[src/rtl/acc_drain_reader_if.sv]
// Bus bundle for acc_drain_reader: accumulator read port and the
// valid/ready output stream. When ACC_CLR_ON_READ_EN is defined the bundle
// also carries the accumulator clear port (acc_clr_en / acc_clr_addr).
interface acc_drain_reader_if #(
  parameter int PARTIAL_SUM_WIDTH = 45,
  parameter int ADDR_WIDTH        = 3,
  parameter int OUT_WIDTH         = 8
);
  logic                         acc_rd_en;
  logic [ADDR_WIDTH-1:0]        acc_rd_addr;
  logic [PARTIAL_SUM_WIDTH-1:0] acc_rd_data;
  logic                         out_valid;
  logic                         out_ready;
  logic [OUT_WIDTH-1:0]         out_data;
  logic [ADDR_WIDTH-1:0]        out_addr;
  logic                         out_last;
`ifdef ACC_CLR_ON_READ_EN
  logic                         acc_clr_en;
  logic [ADDR_WIDTH-1:0]        acc_clr_addr;
`endif

  // Reader side: drives the read strobe and the output stream.
  modport master (
`ifdef ACC_CLR_ON_READ_EN
    output acc_clr_en, acc_clr_addr,
`endif
    output acc_rd_en, acc_rd_addr,
    input  acc_rd_data,
    output out_valid, out_data, out_addr, out_last,
    input  out_ready
  );

  // Accumulator bank / downstream side.
  modport slave (
`ifdef ACC_CLR_ON_READ_EN
    input  acc_clr_en, acc_clr_addr,
`endif
    input  acc_rd_en, acc_rd_addr,
    output acc_rd_data,
    input  out_valid, out_data, out_addr, out_last,
    output out_ready
  );
endinterface

[src/rtl/acc_drain_reader.sv]
// acc_drain_reader: on start, reads accumulator entries 0..DEPTH-1 once each,
// requantises every partial sum (logical right shift, unsigned saturate) and
// streams the results through a 2-entry FIFO onto a valid/ready interface.
// Optional feature macro: ACC_CLR_ON_READ_EN -- adds acc_clr_en/acc_clr_addr,
// which trail each read by one cycle so the bank is cleared as it is drained.
module acc_drain_reader #(
  parameter int PARTIAL_SUM_WIDTH = 45,
  parameter int DEPTH             = 8,
  parameter int ADDR_WIDTH        = 3,
  parameter int OUT_WIDTH         = 8,
  parameter int SHIFT_WIDTH       = 6
) (
  input  logic                   clk,
  input  logic                   rst,
  input  logic                   start,
  input  logic [SHIFT_WIDTH-1:0] shift,
  output logic                   busy,
  output logic                   done,
  acc_drain_reader_if.master     bus
);

  typedef enum logic [1:0] {S_IDLE, S_READ, S_FLUSH} state_e;

  localparam logic [ADDR_WIDTH-1:0] LAST_ADDR = ADDR_WIDTH'(DEPTH - 1);

  state_e                       state_q;
  logic                         busy_q;
  logic                         done_q;
  logic [SHIFT_WIDTH-1:0]       shift_q;
  logic [ADDR_WIDTH-1:0]        rd_addr_q;
  logic                         inflight_q;   // a read was issued last cycle
  logic [ADDR_WIDTH-1:0]        cap_addr_q;   // address of that read
  logic [OUT_WIDTH-1:0]         fifo_data_q [2];
  logic [ADDR_WIDTH-1:0]        fifo_addr_q [2];
  logic                         wr_ptr_q;
  logic                         rd_ptr_q;
  logic [1:0]                   count_q;

  logic                         pop;
  logic                         push;
  logic                         rd_en;
  logic [2:0]                   committed;
  logic [PARTIAL_SUM_WIDTH-1:0] shifted;
  logic [OUT_WIDTH-1:0]         quant;

  // Read throttle: FIFO occupancy after this cycle's pop plus the read whose
  // data lands this cycle must leave room for the read issued now.
  always_comb begin
    // NOTE: every always_comb output gets a default first so no path can infer a latch.
    pop       = 1'b0;
    push      = inflight_q;
    committed = 3'd0;
    rd_en     = 1'b0;
    pop       = (count_q != 2'd0) && bus.out_ready;
    committed = {1'b0, count_q} - 3'(pop) + 3'(inflight_q);
    rd_en     = (state_q == S_READ) && (committed < 3'd2);
  end

  // Requantise the returning partial sum: logical shift then unsigned saturate.
  always_comb begin
    shifted = '0;
    quant   = '0;
    if (int'(shift_q) < PARTIAL_SUM_WIDTH) begin
      shifted = bus.acc_rd_data >> shift_q;
    end
    quant = (|shifted[PARTIAL_SUM_WIDTH-1:OUT_WIDTH]) ? {OUT_WIDTH{1'b1}}
                                                      : shifted[OUT_WIDTH-1:0];
  end

  // Control FSM: IDLE -> READ -> FLUSH -> IDLE, with registered busy/done.
  always_ff @(posedge clk) begin
    // NOTE: sequential state uses non-blocking assignments so every register
    // samples pre-edge values regardless of statement order.
    if (rst) begin
      state_q   <= S_IDLE;
      busy_q    <= 1'b0;
      done_q    <= 1'b0;
      shift_q   <= '0;
      rd_addr_q <= '0;
    end else begin
      done_q <= 1'b0;
      case (state_q)
        S_IDLE: begin
          if (start) begin
            state_q   <= S_READ;
            busy_q    <= 1'b1;
            shift_q   <= shift;
            rd_addr_q <= '0;
          end
        end
        S_READ: begin
          if (rd_en) begin
            if (rd_addr_q == LAST_ADDR) begin
              state_q <= S_FLUSH;
            end else begin
              rd_addr_q <= rd_addr_q + 1'b1;
            end
          end
        end
        S_FLUSH: begin
          if (pop && bus.out_last) begin
            state_q <= S_IDLE;
            busy_q  <= 1'b0;
            done_q  <= 1'b1;
          end
        end
        default: state_q <= S_IDLE;
      endcase
    end
  end

  // Track the outstanding read so its data is captured one cycle later.
  always_ff @(posedge clk) begin
    if (rst) begin
      inflight_q <= 1'b0;
      cap_addr_q <= '0;
    end else begin
      inflight_q <= rd_en;
      if (rd_en) begin
        cap_addr_q <= rd_addr_q;
      end
    end
  end

  // 2-entry output FIFO holding requantised value and source index.
  always_ff @(posedge clk) begin
    if (rst) begin
      // NOTE: the two storage entries are reset so out_data/out_addr read as
      // zero after reset; at two entries this costs almost nothing.
      fifo_data_q <= '{default: '0};
      fifo_addr_q <= '{default: '0};
      wr_ptr_q    <= 1'b0;
      rd_ptr_q    <= 1'b0;
      count_q     <= 2'd0;
    end else begin
      if (push) begin
        fifo_data_q[wr_ptr_q] <= quant;
        fifo_addr_q[wr_ptr_q] <= cap_addr_q;
        wr_ptr_q              <= ~wr_ptr_q;
      end
      if (pop) begin
        rd_ptr_q <= ~rd_ptr_q;
      end
      count_q <= count_q + 2'(push) - 2'(pop);
    end
  end

  // The throttle guarantees no push into a full FIFO without a pop.
  assert property (@(posedge clk) disable iff (rst)
    !(push && !pop && (count_q == 2'd2)));

  assign busy            = busy_q;
  assign done            = done_q;
  assign bus.acc_rd_en   = rd_en;
  assign bus.acc_rd_addr = rd_addr_q;
  assign bus.out_valid   = (count_q != 2'd0);
  assign bus.out_data    = fifo_data_q[rd_ptr_q];
  assign bus.out_addr    = fifo_addr_q[rd_ptr_q];
  assign bus.out_last    = (count_q != 2'd0) && (fifo_addr_q[rd_ptr_q] == LAST_ADDR);

`ifdef ACC_CLR_ON_READ_EN
  // Clear strobe is the captured read, so it trails acc_rd_en by one cycle.
  assign bus.acc_clr_en   = inflight_q;
  assign bus.acc_clr_addr = cap_addr_q;
`endif

endmodule
[src/flat_wrapper.sv]
// flat-port wrapper written by rule: the top's interface ports become plain ports
module acc_drain_reader_flat 
#(
  parameter int PARTIAL_SUM_WIDTH = 45,
  parameter int DEPTH             = 8,
  parameter int ADDR_WIDTH        = 3,
  parameter int OUT_WIDTH         = 8,
  parameter int SHIFT_WIDTH       = 6
)
  (clk, rst, start, shift, busy, done, bus_acc_rd_en, bus_acc_rd_addr, bus_acc_rd_data, bus_out_valid, bus_out_data, bus_out_addr, bus_out_last, bus_out_ready);
  acc_drain_reader_if #(.PARTIAL_SUM_WIDTH(PARTIAL_SUM_WIDTH), .ADDR_WIDTH(ADDR_WIDTH), .OUT_WIDTH(OUT_WIDTH)) bus_i ();
  input  logic clk;
  input  logic rst;
  input  logic start;
  input  logic [SHIFT_WIDTH-1:0] shift;
  output logic busy;
  output logic done;
  output wire logic [$bits(bus_i.acc_rd_en)-1:0] bus_acc_rd_en;
  output wire logic [$bits(bus_i.acc_rd_addr)-1:0] bus_acc_rd_addr;
  input wire logic [$bits(bus_i.acc_rd_data)-1:0] bus_acc_rd_data;
  output wire logic [$bits(bus_i.out_valid)-1:0] bus_out_valid;
  output wire logic [$bits(bus_i.out_data)-1:0] bus_out_data;
  output wire logic [$bits(bus_i.out_addr)-1:0] bus_out_addr;
  output wire logic [$bits(bus_i.out_last)-1:0] bus_out_last;
  input wire logic [$bits(bus_i.out_ready)-1:0] bus_out_ready;
  assign bus_acc_rd_en = bus_i.acc_rd_en;
  assign bus_acc_rd_addr = bus_i.acc_rd_addr;
  assign bus_i.acc_rd_data = bus_acc_rd_data;
  assign bus_out_valid = bus_i.out_valid;
  assign bus_out_data = bus_i.out_data;
  assign bus_out_addr = bus_i.out_addr;
  assign bus_out_last = bus_i.out_last;
  assign bus_i.out_ready = bus_out_ready;
  acc_drain_reader #(.PARTIAL_SUM_WIDTH(PARTIAL_SUM_WIDTH), .DEPTH(DEPTH), .ADDR_WIDTH(ADDR_WIDTH), .OUT_WIDTH(OUT_WIDTH), .SHIFT_WIDTH(SHIFT_WIDTH)) u_core (.clk(clk), .rst(rst), .start(start), .shift(shift), .busy(busy), .done(done), .bus(bus_i));
endmodule
[config.mk]
export PLATFORM = sky130hd
export DESIGN_NAME = acc_drain_reader_flat
export DESIGN_NICKNAME = d
export VERILOG_FILES = /design/src/rtl/acc_drain_reader_if.sv /design/src/rtl/acc_drain_reader.sv /design/src/flat_wrapper.sv
export SDC_FILE = /design/constraint.sdc
export NUM_CORES = 1
export LEC_CHECK = 0
export BUFFER_PORTS_ARGS = -buffer_cell sky130_fd_sc_hd__buf_2
export CORE_MARGIN = 2
export CORE_UTILIZATION = 55
export CTS_BUF_LIST = sky130_fd_sc_hd__clkbuf_16
export DETAILED_ROUTE_END_ITERATION = 6
export PLACE_DENSITY = 0.79
export SYNTH_ARGS = -nofsm -noshare
export SYNTH_HDL_FRONTEND = slang
export SYNTH_SLANG_ARGS = --single-unit
[constraint.sdc]
create_clock -name clk -period 4.2 [get_ports clk]
set_input_delay 0.63 -clock clk [delete_from_list [all_inputs] [get_ports clk]]
set_output_delay 0.63 -clock clk [all_outputs]
set_load 0.03 [all_outputs]
# --- Yosys cells after proc, flatten, opt, wreduce, memory -nomap -nowiden ---
# Cells that the tools add are included.
# Widths: inputs -> output; s select.
totals:
  reg_bits: 43
  inputBits: 55
  out_inout_bits: 19
classes:
  n_addsub: 5
  magnitude_cmp: 5
  eq_ne: 9
  shift: 1
  muxes: 27
  n_bitwise: 5
  reduce_logical: 15
op_table:
  columns: ["op", "count"]
  rows:
  - ["$mux 45", 1]
  - ["$shr 45x6->45", 1]
  - ["$mux 8", 5]
  - ["$reduce_or 37->1", 1]
  - ["$mux 3", 7]
  - ["$bwmux 16", 1]
  - ["$demux 8 s1", 1]
  - ["$mux 2", 4]
  - ["$ne 2x2->1 const B", 4]
  - ["$reduce_and 4->1", 2]
  - ["$bwmux 6", 1]
  - ["$eq 3x3->1 const B", 2]
  - ["$lt 6x6->1 const B", 1]
  - ["$pmux 2 s3", 1]
  - ["$pmux 3 s2", 1]
  - ["$reduce_bool 2->1", 3]
  - ["$logic_and 1x1->1", 5]
  - ["$ge 2x2->1 const B", 2]
  - ["$not 1->2", 2]
  - ["$add 3x1->3", 1]
  - ["$add 3x1->3 const B", 1]
  - ["$demux 3 s1", 1]
  - ["$lt 3x2->1 const B", 1]
  - ["$mux 1", 3]
  - ["13 further kinds", 15]

# --- Depth between registers and ports, before layout ---
# Gate-level depths: netlist of run 1.
logic_depth:
  depth_word: 9
  ltp_mapped: 13
  depth_no_buf: 13

# --- Worst setup path before layout of run 1 ---
# Ideal clock, no wire load.
synth_timing:
  kind: "input port to flip-flop"
  from: "input bus_acc_rd_data[26]"
  to: "register u_core.fifo_data_q[3] in the netlist's numbering"
  arrival_ns: 2.983
  required_ns: 4.066
  slack_ns: 1.083
  stages: 9
  path_buffers: 2
  path_cell_list: "clkbuf_1 -> mux4_1 -> mux4_2 -> or4b_4 -> a2111oi_4 -> a311oi_4 -> buf_6 -> nor3_1 -> a211oi_1"
synth_between:
  elab_chain_len: 5
synth_lines:
  columns: ["item", "line", "rtl"]
  rows:
  - ["start, declared", "flat_wrapper.sv:20", "input wire logic [$bits(bus_i.acc_rd_data)-1:0] bus_acc_rd_data;"]
  - ["$shr 45x6->45 *", "acc_drain_reader.sv:64", "shifted = bus.acc_rd_data >> shift_q;"]
  - ["$mux 45 *", "acc_drain_reader.sv:63", "if (int'(shift_q) < PARTIAL_SUM_WIDTH) begin"]
  - ["$reduce_or 37->1", "acc_drain_reader.sv:66", "quant = (|shifted[PARTIAL_SUM_WIDTH-1:OUT_WIDTH]) ? {OUT_WIDTH{1'b1}}"]
  - ["$mux 8 *", "acc_drain_reader.sv:66", null]
  - ["$bwmux 16 *", "acc_drain_reader.sv:137", "fifo_data_q[wr_ptr_q] <= quant;"]
  - ["end signal, assigned by index", "acc_drain_reader.sv:137", null]
  - ["end, declared", "acc_drain_reader.sv:33", "logic [OUT_WIDTH-1:0] fifo_data_q [2];"]
# Mark *: on every way between the ends. The rest lies on a longest branch, timed or not.
# A chain may end at the register's enable or synchronous reset.

# --- Final worst setup path of run 1 ---
layout_timing:
  from: "register u_core.shift_q[3]"
  to: "register u_core.fifo_data_q[4] in the netlist's numbering"
layout_between:
  elab_chain_len: 5
layout_lines:
  columns: ["item", "line", "rtl"]
  rows:
  - ["start, declared", "acc_drain_reader.sv:29", "logic [SHIFT_WIDTH-1:0] shift_q;"]
  - ["start signal, assigned", "acc_drain_reader.sv:87", "shift_q <= shift;"]
  - ["$shr 45x6->45 / $lt 6x6->1 (equally long branches)", "acc_drain_reader.sv:64, acc_drain_reader.sv:63", null]
  - ["$mux 45 *", "acc_drain_reader.sv:63", null]
  - ["$reduce_or 37->1", "acc_drain_reader.sv:66", null]
  - ["$mux 8 *", "acc_drain_reader.sv:66", null]
  - ["$bwmux 16 *", "acc_drain_reader.sv:137", null]
# Marks and branches as above.

==> results.py, run 1 <==
metrics = {
    "outcome": {
        "status": "finished clean",
    },
    "power": {
        "p_leak_nw": 1.99,
        "p_total_mw": 1.69,
        "peakVddDrop_uv": 191,
        "p_per_area_nw_per_um2": 305,
    },
    "clocking": {
        "cts_tree": "done",
        "cts.sinks": 43,
        "post_cts_buffers": 0,
        "htree_levels": 2,
        "clk_latency_ps": 280,
        "cts_buffer_depth": 2,
        "cts_root_buf": "clkbuf_16",
        "cts_buffers": 5,
        "cts_resized": 0,
        "ctsHoldBuffers": 0,
        "clkSlewWorstSetupHoldPaths_ps": 60,
    },
    "layout": {
        "fin_nets": 664,
        "area_growth_pct": 8.53,
        "drive_above_1_share_pct": 30.2,
        "antenna_cells": 0,
        "layout.area.seq_um2": 868,
        "multi_input_area_um2": 3910,
        "fillers": 823,
        "fin_util_pct": 60.8,
    },
    "worst_setup_path": {
        "critPathLaunchType": "flop",
        "timing.rr.end": "u_core.fifo_data_q[4]$_SDFFE_PP0P_",
        "crit_chain": "nor2b_1 -> a2bb2o_1 -> o221ai_1 -> a2111oi_4 -> a311oi_4 -> nor3_1 -> a211oi_1",
        "required_ps": 4380,
        "cp_max_fo": 51,
        "startpoint": "u_core.shift_q[3]$_SDFFE_PP0P_",
        "r2r_start": "u_core.shift_q[3]$_SDFFE_PP0P_",
        "critical_path_class": "flop to flop",
        "path_buf_inv": 0,
        "endpoint": "u_core.fifo_data_q[4]$_SDFFE_PP0P_",
        "cp.depth": 7,
        "reg2reg_slack_ps": 690,
        "worstSetupEndpointType": "flop",
        "slowest_stage": "dfxtp_2",
        "cp_top_family": "compound AO/OA/AOI/OAI gates",
        "ff2ff_path_depth": 7,
        "arrival_ps": 3690,
        "critPathMaxStageDelay_ps": 1020,
    },
    "floorplanning": {
        "die_h_um": 100,
        "start_util_pct": 56.0,
        "io_pins": 74,
        "fp.dieW_um": 100,
        "core_area_um2": 9110,
        "dieArea_um2": 10100,
        "row_count": 35,
    },
    "timing": {
        "slew_headroom_pct": 28.8,
        "clock.fmax_mhz": 285,
        "fin_crit_sh_pct": 83.5,
        "maxSlewViolCount": 0,
        "worst_slew_pin_slew_ps": 1070,
        "worst_slack_ps": 693,
        "setup_tns_ps": 0,
        "finalHoldViolations": 0,
        "clock_skew_ps": 3.15,
        "period_needed_ps": 3510,
        "finalSetupViolations": 0,
        "rsz0062_at_grt": "false",
    },
    "place": {
        "place.gp.congestion": 0.934,
        "place_hpwl_um": 10600,
        "port_buffers": 73,
        "preCtsSetupSlack_ps": 823,
    },
    "synthesis": {
        "synth_area_um2": 5100,
        "synth-main-ff-cell": "dfxtp_1",
        "synth-seq-area-share_pct": 16.9,
        "yosysWarningCount": 0,
        "syn_nets": 633,
        "synthArstFlopShare_pct": 0,
        "synth_edf_count": 0,
        "ys_types": 72,
        "ys_seq_elements": 43,
        "syn_inst": 573,
        "avgSynthCellArea_um2": 8.91,
    },
    "drt": {
        "wl_um": 15000,
        "antenna_left": 0,
        "drc": 0,
        "wl_per_cell_um": 20.9,
        "routed_via_density": 7.06,
        "dr.pass1.iters": 6,
        "via_count": 5055,
        "drtIter0Drc": 467,
    },
    "worst_hold_path": {
        "whs_path_depth": 2,
        "hold_path_startpoint": "u_core.fifo_addr_q[4]$_SDFFE_PP0P_",
        "hp-class": "flop to flop",
    },
    "global_routing": {
        "grt_max_degree": 71,
        "grt_usage_pct": 29.7,
        "overflow": 0,
        "grt_pass1_wl_um": 24000,
        "first_global_vias": 4601,
        "antenna_found_initial": 0,
    },
    "job": {
        "max-cap-violations": 0,
    },
}
## layout by cell type (no fill, tap or decap), types with 4 or more instances in the layout
master	synthesis	final
o21ai_0	4	4
o22ai_1	5	5
a32oi_1	4	4
mux2i_1	38	38
a211oi_1	21	21
clkinv_1	2	4
buf_2	17	73
ha_1	4	4
nor3_1	27	27
nor2_1	56	56
and2_1	6	6
nand2b_1	12	12
clkbuf_16	0	5
buf_4	8	8
a21oi_1	40	40
inv_1	8	9
mux2_2	33	33
nor3b_1	4	4
a2111oi_0	4	4
dfxtp_1	43	39
nand2_1	48	48
nand3_1	15	15
o211ai_1	7	7
a22oi_1	7	7
nor2b_1	12	12
mux4_2	45	45
o221ai_1	4	4
## synthesized netlist by cell type, drive strengths merged (6+ instances only)
library cell / count / share of area (%)
a211oi: 22 / 3.3
a21oi: 40 / 3.9
a22oi: 7 / 1.0
and2: 6 / 0.74
buf: 30 / 3.7
clkbuf: 28 / 2.1
dfxtp: 43 / 17
inv: 9 / 0.66
mux2: 33 / 7.3
mux2i: 38 / 7.5
mux4: 48 / 21
nand2: 48 / 3.5
nand2b: 12 / 1.5
nand3: 15 / 1.5
nor2: 56 / 4.1
nor2b: 12 / 1.5
nor3: 30 / 3.2
o211ai: 7 / 1.0
## cell families after synthesis
group           after synthesis  synth area share [%]
fa+ha+maj                     5                  1.37
xor+xnor                      2                 0.343
buf+inv                      69                  6.54
mux                         119                  36.1
flops                        43                  16.9
simple gates                204                  19.8
compound gates              131                  19.0
## per-layer routing
layer  routed length, µm  global-route usage (%)  up-vias
met2                7150                    47.0      318
met4                 304                    8.32        0
li1                    -                       -     2291
met1                6170                    42.6     2412
met3                1330                    4.32       34
met5                   0                       0        -
## power breakdown
| group | leakage [nW] | total (mW) | internal [mW] | switching (mW) |
|---|---|---|---|---|
| Sequential | 0.351 | 0.535 | 0.457 | 0.0787 |
| Combinational | 1.57 | 0.798 | 0.339 | 0.458 |
| Clock | 0.0701 | 0.357 | 0.214 | 0.143 |
| Total | 1.99 | 1.69 | 1.01 | 0.680 |
## registers in the layout, indices dropped and copies added, names as in the netlist
name / cells
u_core.wr_ptr_q: 1
u_core.done: 1
u_core.inflight_q: 1
u_core.fifo_data_q: 16
u_core.rd_ptr_q: 1
u_core.fifo_addr_q: 6
u_core.busy: 1
u_core.count_q: 2
u_core.state_q: 2
u_core.shift_q: 6
u_core.cap_addr_q: 3
u_core.bus.acc_rd_addr: 3
## tightest hold or removal path: cells and delay by family, from the launching register on
| kind | cells | cell delay [ps] |
|---|---|---|
| DFF | 1 | 310 |
| and+or+nand+nor | 1 | 50 |
| AOI/OAI and AO/OA | 1 | 60 |
## through the flow
step | std cells | hold WS [ps] | area [µm²]
floorplan | 573 | 433 | 5100
global placement | 708 | 440 | 5400
detailed placement | 708 | 453 | 5400
CTS | 716 | 464 | 5540
global route | 716 | 485 | 5540
finish | 716 | 463 | 5540
## worst min path at each step
stage                                          to  slack (ps)
2_1_floorplan  u_core.fifo_addr_q[0]$_SDFFE_PP0P_         430
3_3_place_gp   u_core.fifo_addr_q[1]$_SDFFE_PP0P_         440
3_5_place_dp   u_core.fifo_addr_q[5]$_SDFFE_PP0P_         450
4_1_cts        u_core.fifo_addr_q[0]$_SDFFE_PP0P_         460
5_1_grt        u_core.fifo_addr_q[4]$_SDFFE_PP0P_         480
6_report       u_core.fifo_addr_q[4]$_SDFFE_PP0P_         460
## layout make-up
cell class | count | share of cell area, %
inverters | 11 | 0.745
clock inverters | 3 | 0.203
well taps | 111 | 2.51
flip-flops and latches | 43 | 15.7
clock buffers | 5 | 2.26
multi-input cells | 461 | 70.6
repair buffers | 82 | 8.04
Power figures use the tool's default switching activity.
==> run 2, diff against run 1 <==
==> constraint.sdc (replaced) <==
create_clock -name clk -period 3.4 [get_ports clk]
set_input_delay 0.51 -clock clk [delete_from_list [all_inputs] [get_ports clk]]
set_output_delay 0.51 -clock clk [all_outputs]
set_load 0.03 [all_outputs]
==> run 2 against run 1 <==
Worst hold slack got worse by 7.3 ps. Cell area grew 2.2%. Utilization is 1.4 points higher. Global-route usage is 0.20 points higher. Critical path depth increased by 1. Flip-flop and latch count unchanged. Non-clock buffer count rose by 16. Clock power up 27%. Sequential share of layout area is 0.34 points lower. Total power increased by 26%. Sequential power rose by 20%. Critical endpoint is now u_core.fifo_data_q[13]$_SDFFE_PP0P_. Largest cell class unchanged. Largest power group unchanged.
==> results.py, run 2 (synthesized netlist as in run 1, its figures left out) <==
metrics = {
    "layout": {
        "mostFrequentLayoutCell": "buf_2",
        "drive_above_1_share_pct": 32.4,
        "fin_util_pct": 62.2,
        "fin_nets": 680,
        "largest_register_ffs": 16,
        "antenna_cells": 0,
        "regMostFlops": "u_core.fifo_data_q",
        "reg.largest.list": "u_core.fifo_data_q x16, u_core.fifo_addr_q x6, u_core.shift_q x6",
        "area_growth_pct": 11.0,
        "final_cell_area_um2": 5660,
        "mostFrequentLayoutCells": "buf_2, nor2_1, nand2_1",
        "finalNonFillerCells": 732,
    },
    "clocking": {
        "clkSlewWorstSetupHoldPaths_ps": 60,
        "cts_root_buf": "clkbuf_16",
        "clk_latency_ps": 280,
        "cts_tree": "done",
        "cts.sinks": 43,
        "cts_buffer_depth": 2,
        "htree_levels": 2,
        "cts_buffers": 5,
    },
    "timing": {
        "clock_skew_ps": 1.91,
        "fin_crit_sh_pct": 94.7,
        "slew_headroom_pct": 50.8,
        "setup_tns_ps": 0,
        "maxSlewViolCount": 0,
        "finalHoldViolations": 0,
        "finalSetupViolations": 0,
        "clock.fmax_mhz": 311,
        "period_needed_ps": 3220,
        "rsz0062_at_grt": "false",
        "worst_slew_pin_slew_ps": 735,
    },
    "worst_setup_path": {
        "endpoint": "u_core.fifo_data_q[13]$_SDFFE_PP0P_",
        "ff2ff_path_depth": 8,
        "arrival_ps": 3350,
        "reg2reg_slack_ps": 180,
        "startpoint": "u_core.shift_q[0]$_SDFFE_PP0P_",
        "cp_max_fo": 16,
        "timing.rr.end": "u_core.fifo_data_q[13]$_SDFFE_PP0P_",
        "critical_path_class": "flop to flop",
        "r2r_start": "u_core.shift_q[0]$_SDFFE_PP0P_",
        "worstSetupEndpointType": "flop",
        "critPathLaunchType": "flop",
        "required_ps": 3530,
        "critPathMaxStageDelay_ps": 630,
        "slowest_stage": "mux4_1",
        "crit_chain": "mux4_1 -> mux4_2 -> or4b_4 -> a2111oi_4 -> a311oi_4 -> buf_4 -> nor3_1 -> a211oi_1",
    },
    "global_routing": {
        "grt_pass1_wl_um": 24400,
        "first_global_vias": 4749,
        "antenna_found_initial": 0,
        "grt_usage_pct": 29.9,
        "grt_max_degree": 44,
        "overflow": 0,
    },
    "place": {
        "place.gp.congestion": 0.979,
        "place_hpwl_um": 11000,
        "postPlaceCellArea_um2": 5500,
        "place_inst": 723,
        "port_buffers": 73,
    },
    "floorplanning": {
        "core_area_um2": 9110,
        "row_count": 35,
        "die_h_um": 100,
        "dieArea_um2": 10100,
        "start_util_pct": 56.0,
        "io_pins": 74,
        "fp.dieW_um": 100,
    },
    "outcome": {
        "status": "finished clean",
    },
    "power": {
        "p_per_area_nw_per_um2": 375,
        "p_total_mw": 2.12,
        "peakVddDrop_uv": 222,
        "p_leak_nw": 2.07,
    },
    "worst_hold_path": {
        "hp-class": "flop to flop",
        "hold_path_startpoint": "u_core.fifo_addr_q[0]$_SDFFE_PP0P_",
    },
    "drt": {
        "wl_um": 15000,
        "via_count": 5134,
        "antenna_left": 0,
        "drtIter0Drc": 450,
        "drc": 0,
        "dr.pass1.iters": 5,
        "wl_per_cell_um": 20.5,
        "routed_via_density": 7.01,
    },
    "job": {
        "max-cap-violations": 0,
    },
}
## run 2: cell types whose count changed in the layout (fill, tap and decap cells not counted), sizes merged
cell    previous run  this run
buf               82        97
clkbuf             5         6
## run 2: what timing repair did
| item | in CTS | in global routing |
|---|---|---|
| setup buffers | 0 | 1 |
| hold buffers | 0 | 0 |
| endpoints found under the setup margin | 0 | 17 |
| gates resized for setup | 0 | 3 |
## run 2: worst min-delay path by stage
| stage | slack, ps | cells after the start | end |
|---|---|---|---|
| after global routing | 470 | 3 | u_core.shift_q[3]$_SDFFE_PP0P_ |
| final | 460 | 2 | u_core.fifo_addr_q[0]$_SDFFE_PP0P_ |
| after global placement | 440 | 2 | u_core.fifo_addr_q[1]$_SDFFE_PP0P_ |
| after detailed placement | 450 | 2 | u_core.fifo_addr_q[0]$_SDFFE_PP0P_ |
| after CTS | 460 | 2 | u_core.fifo_addr_q[0]$_SDFFE_PP0P_ |
| after floorplan | 430 | 2 | u_core.fifo_addr_q[0]$_SDFFE_PP0P_ |
## run 2: metal layers
layer / vias up / global-route usage, % / part of all wire, %
met1: 2455 / 41.8 / 40
met2: 328 / 49.7 / 49
li1: 2319 / - / -
met4: 0 / 7.80 / 1.9
met5: - / 0 / 0
met3: 32 / 3.41 / 9.1
## run 2: report_power, final
| group | switching [mW] | leakage [nW] | internal [mW] |
|---|---|---|---|
| Clock | 0.185 | 0.0692 | 0.267 |
| Combinational | 0.593 | 1.65 | 0.435 |
| Sequential | 0.0768 | 0.351 | 0.564 |
## run 2: stage by stage
stage / setup WS, ps / hold slack (ps)
floorplan: 403 / 433
global placement: 230 / 440
detailed placement: 174 / 447
CTS: 133 / 455
global route: 2.56 / 475
finish: 181 / 456
## run 2: area by class of cell
class / instances / area [µm²]
multi-input cells: 461 / 3910
clock inverters: 3 / 13.8
inverters: 11 / 41.3
fillers: 753 / 3440
clock buffers: 5 / 125
flip-flops and latches: 43 / 868
repair buffers: 98 / 567
well taps: 111 / 139
## run 2: critical path: cells and delay by family, from the launching register on
kind,cells,cell delay [ps]
DFF,1,530
muxes,2,1140
buffers and inverters,1,210
and+or+nand+nor,2,730
AOI/OAI and AO/OA,3,450
==> run 3, diff against run 2 <==
--- a/config.mk
+++ b/config.mk
@@ -8,9 +8,10 @@
 export BUFFER_PORTS_ARGS = -buffer_cell sky130_fd_sc_hd__buf_2
 export CORE_MARGIN = 2
 export CORE_UTILIZATION = 55
-export CTS_BUF_LIST = sky130_fd_sc_hd__clkbuf_16
+export CTS_BUF_LIST = sky130_fd_sc_hd__clkbuf_2
 export DETAILED_ROUTE_END_ITERATION = 6
 export PLACE_DENSITY = 0.79
+export RECOVER_POWER = 25
 export SYNTH_ARGS = -nofsm -noshare
 export SYNTH_HDL_FRONTEND = slang
 export SYNTH_SLANG_ARGS = --single-unit
==> constraint.sdc (replaced) <==
create_clock -name clk -period 3.4 [get_ports clk]
set_input_delay 0.85 -clock clk [delete_from_list [all_inputs] [get_ports clk]]
set_output_delay 0.85 -clock clk [all_outputs]
set_load 0.03 [all_outputs]
==> run 3 against run 2 <==
Sequential power is 1% higher. Die area is the same. The run now ends with design-rule violations, max-capacitance violations, max-slew violations left. Largest cell class unchanged. Worst hold slack gained 15 ps. Largest power group unchanged.
==> results.py, run 3 (synthesized netlist as in run 1, its figures left out) <==
metrics = {
    "timing": {
        "rsz0062_at_grt": "true",
        "finalHoldViolations": 0,
        "setup_tns_ps": 0,
        "clock_skew_ps": 9.19,
        "slew_headroom_pct": -25.3,
        "hold_ws_ps": 471,
        "maxSlewViolCount": 44,
        "worst_slew_pin_slew_ps": 1880,
        "clock.fmax_mhz": 295,
        "period_needed_ps": 3390,
        "worst_slack_ps": 14.9,
        "fin_crit_sh_pct": 99.6,
        "finalSetupViolations": 0,
    },
    "layout": {
        "largest_register_ffs": 16,
        "regMostFlops": "u_core.fifo_data_q",
        "reg.largest.list": "u_core.fifo_data_q x16, u_core.fifo_addr_q x6, u_core.shift_q x6",
        "antenna_cells": 0,
        "multi_input_area_um2": 3960,
        "mostFrequentLayoutCell": "buf_2",
        "drive_above_1_share_pct": 36.1,
        "fin_util_pct": 63.8,
        "mostFrequentLayoutCells": "buf_2, nor2_1, nand2_1",
        "layout.area.seq_um2": 871,
        "fin_nets": 700,
        "fillers": 757,
        "area_growth_pct": 13.8,
    },
    "floorplanning": {
        "die_h_um": 100,
        "fp.dieW_um": 100,
        "start_util_pct": 56.0,
        "dieArea_um2": 10100,
        "row_count": 35,
        "io_pins": 74,
        "core_area_um2": 9110,
    },
    "worst_setup_path": {
        "cp_max_fo": 4,
        "crit_chain": "or2_4 -> and2_4 -> ha_4 -> inv_4 -> ha_4 -> fa_2 -> xnor2_2 -> nor2_2 -> nand2_2 -> inv_2 -> buf_6",
        "arrival_ps": 2540,
        "required_ps": 2550,
        "crit_top_cell": "ha_4",
        "critPathMaxStageDelay_ps": 370,
        "worstSetupEndpointType": "output port",
        "critical_path_class": "flop to output port",
        "reg2reg_slack_ps": 40,
        "slowest_stage": "dfxtp_2",
        "critPathLaunchType": "flop",
    },
    "global_routing": {
        "overflow": 0,
        "grt_max_degree": 45,
        "grt_pass1_wl_um": 24200,
        "grt_usage_pct": 29.6,
        "antenna_found_initial": 0,
        "first_global_vias": 4780,
    },
    "power": {
        "p_leak_nw": 2.15,
        "p_per_area_nw_per_um2": 364,
        "peakVddDrop_uv": 212,
    },
    "drt": {
        "via_count": 5205,
        "wl_um": 15100,
        "dr.pass1.iters": 7,
        "wl_per_cell_um": 20.1,
        "routed_via_density": 6.93,
        "drtIter0Drc": 539,
        "drc": 1,
        "antenna_left": 0,
    },
    "place": {
        "place.gp.congestion": 0.959,
        "place_hpwl_um": 10900,
        "preCtsSetupSlack_ps": -123,
        "port_buffers": 73,
    },
    "clocking": {
        "cts_buffers": 5,
        "cts_buffer_depth": 2,
        "clk_latency_ps": 400,
        "cts_root_buf": "clkbuf_2",
        "cts.sinks": 43,
        "htree_levels": 2,
        "clkSlewWorstSetupHoldPaths_ps": 200,
        "cts_tree": "done",
    },
    "job": {
        "max-cap-violations": 1,
    },
    "outcome": {
        "violations": "design-rule violations, max-capacitance violations, max-slew violations",
        "status": "finished with violations",
    },
    "worst_hold_path": {
        "hp-class": "flop to flop",
    },
}
[run 3: cell types whose count changed in the layout (fill, tap and decap cells not counted), sizes merged]
cell and change:
inv -1, buf +20, clkinv -2, clkbuf +1, bufinv +1
[run 3: critical path: cells and delay by family, from the launching register on]
family / cells / cell delay, ps
XOR/XNOR: 1 / 140
adder cells (fa/ha/maj): 3 / 770
buffers and inverters: 3 / 270
flip-flops: 1 / 370
AND/OR/NAND/NOR: 4 / 570
[run 3: timing repair]
item,CTS,global route
setup buffers,3,2
gates cloned,0,0
endpoints found under the setup margin,1,10
gates resized for setup,14,2
hold buffers,0,0
pin swaps,6,4
[run 3: final cells by class]
class	count	area share, %
multi-input combinational	461	68.1
sequential	43	15.0
timing repair buffer	118	12.8
tap	111	2.39
inverter	11	0.754
clock buffer	6	0.517
clock inverter	1	0.517
[run 3: path summary, 6_finish.rpt]
check / start / end / depth (start not counted)
setup reg to reg: u_core.shift_q[0]$_SDFFE_PP0P_ / u_core.fifo_data_q[9]$_SDFFE_PP0P_ / 8
hold reg to reg: u_core.fifo_addr_q[0]$_SDFFE_PP0P_ / u_core.fifo_addr_q[0]$_SDFFE_PP0P_ / 2
setup / recovery: u_core.count_q[0]$_SDFF_PP0_ / bus_acc_rd_en / 11
hold / removal: u_core.fifo_addr_q[0]$_SDFFE_PP0P_ / u_core.fifo_addr_q[0]$_SDFFE_PP0P_ / 2
[run 3: power breakdown]
part           switching [mW]  internal, mW  total (mW)
logic                   0.642         0.544        1.19
clock network           0.157         0.124       0.281
registers              0.0820         0.566       0.648
total                   0.881          1.23        2.12
[run 3: metrics by stage]
step | total power [mW] | cell area (µm²) | instances
3_5_place_dp | 1.69 | 5640 | 739
2_1_floorplan | 1.38 | 5100 | 573
4_1_cts | 2.08 | 5770 | 749
6_report | 2.12 | 5810 | 751
5_1_grt | 2.25 | 5810 | 751
3_3_place_gp | 1.65 | 5640 | 739
[run 3: metal layers]
metal	wire [µm]	GRT usage, %	vias to the layer above	share of wire [%]
li1	-	-	2361	-
met1	6180	41.8	2495	41
met2	7180	47.4	301	48
met3	1390	4.74	48	9.2
met4	354	7.59	0	2.3
met5	0	0	-	0
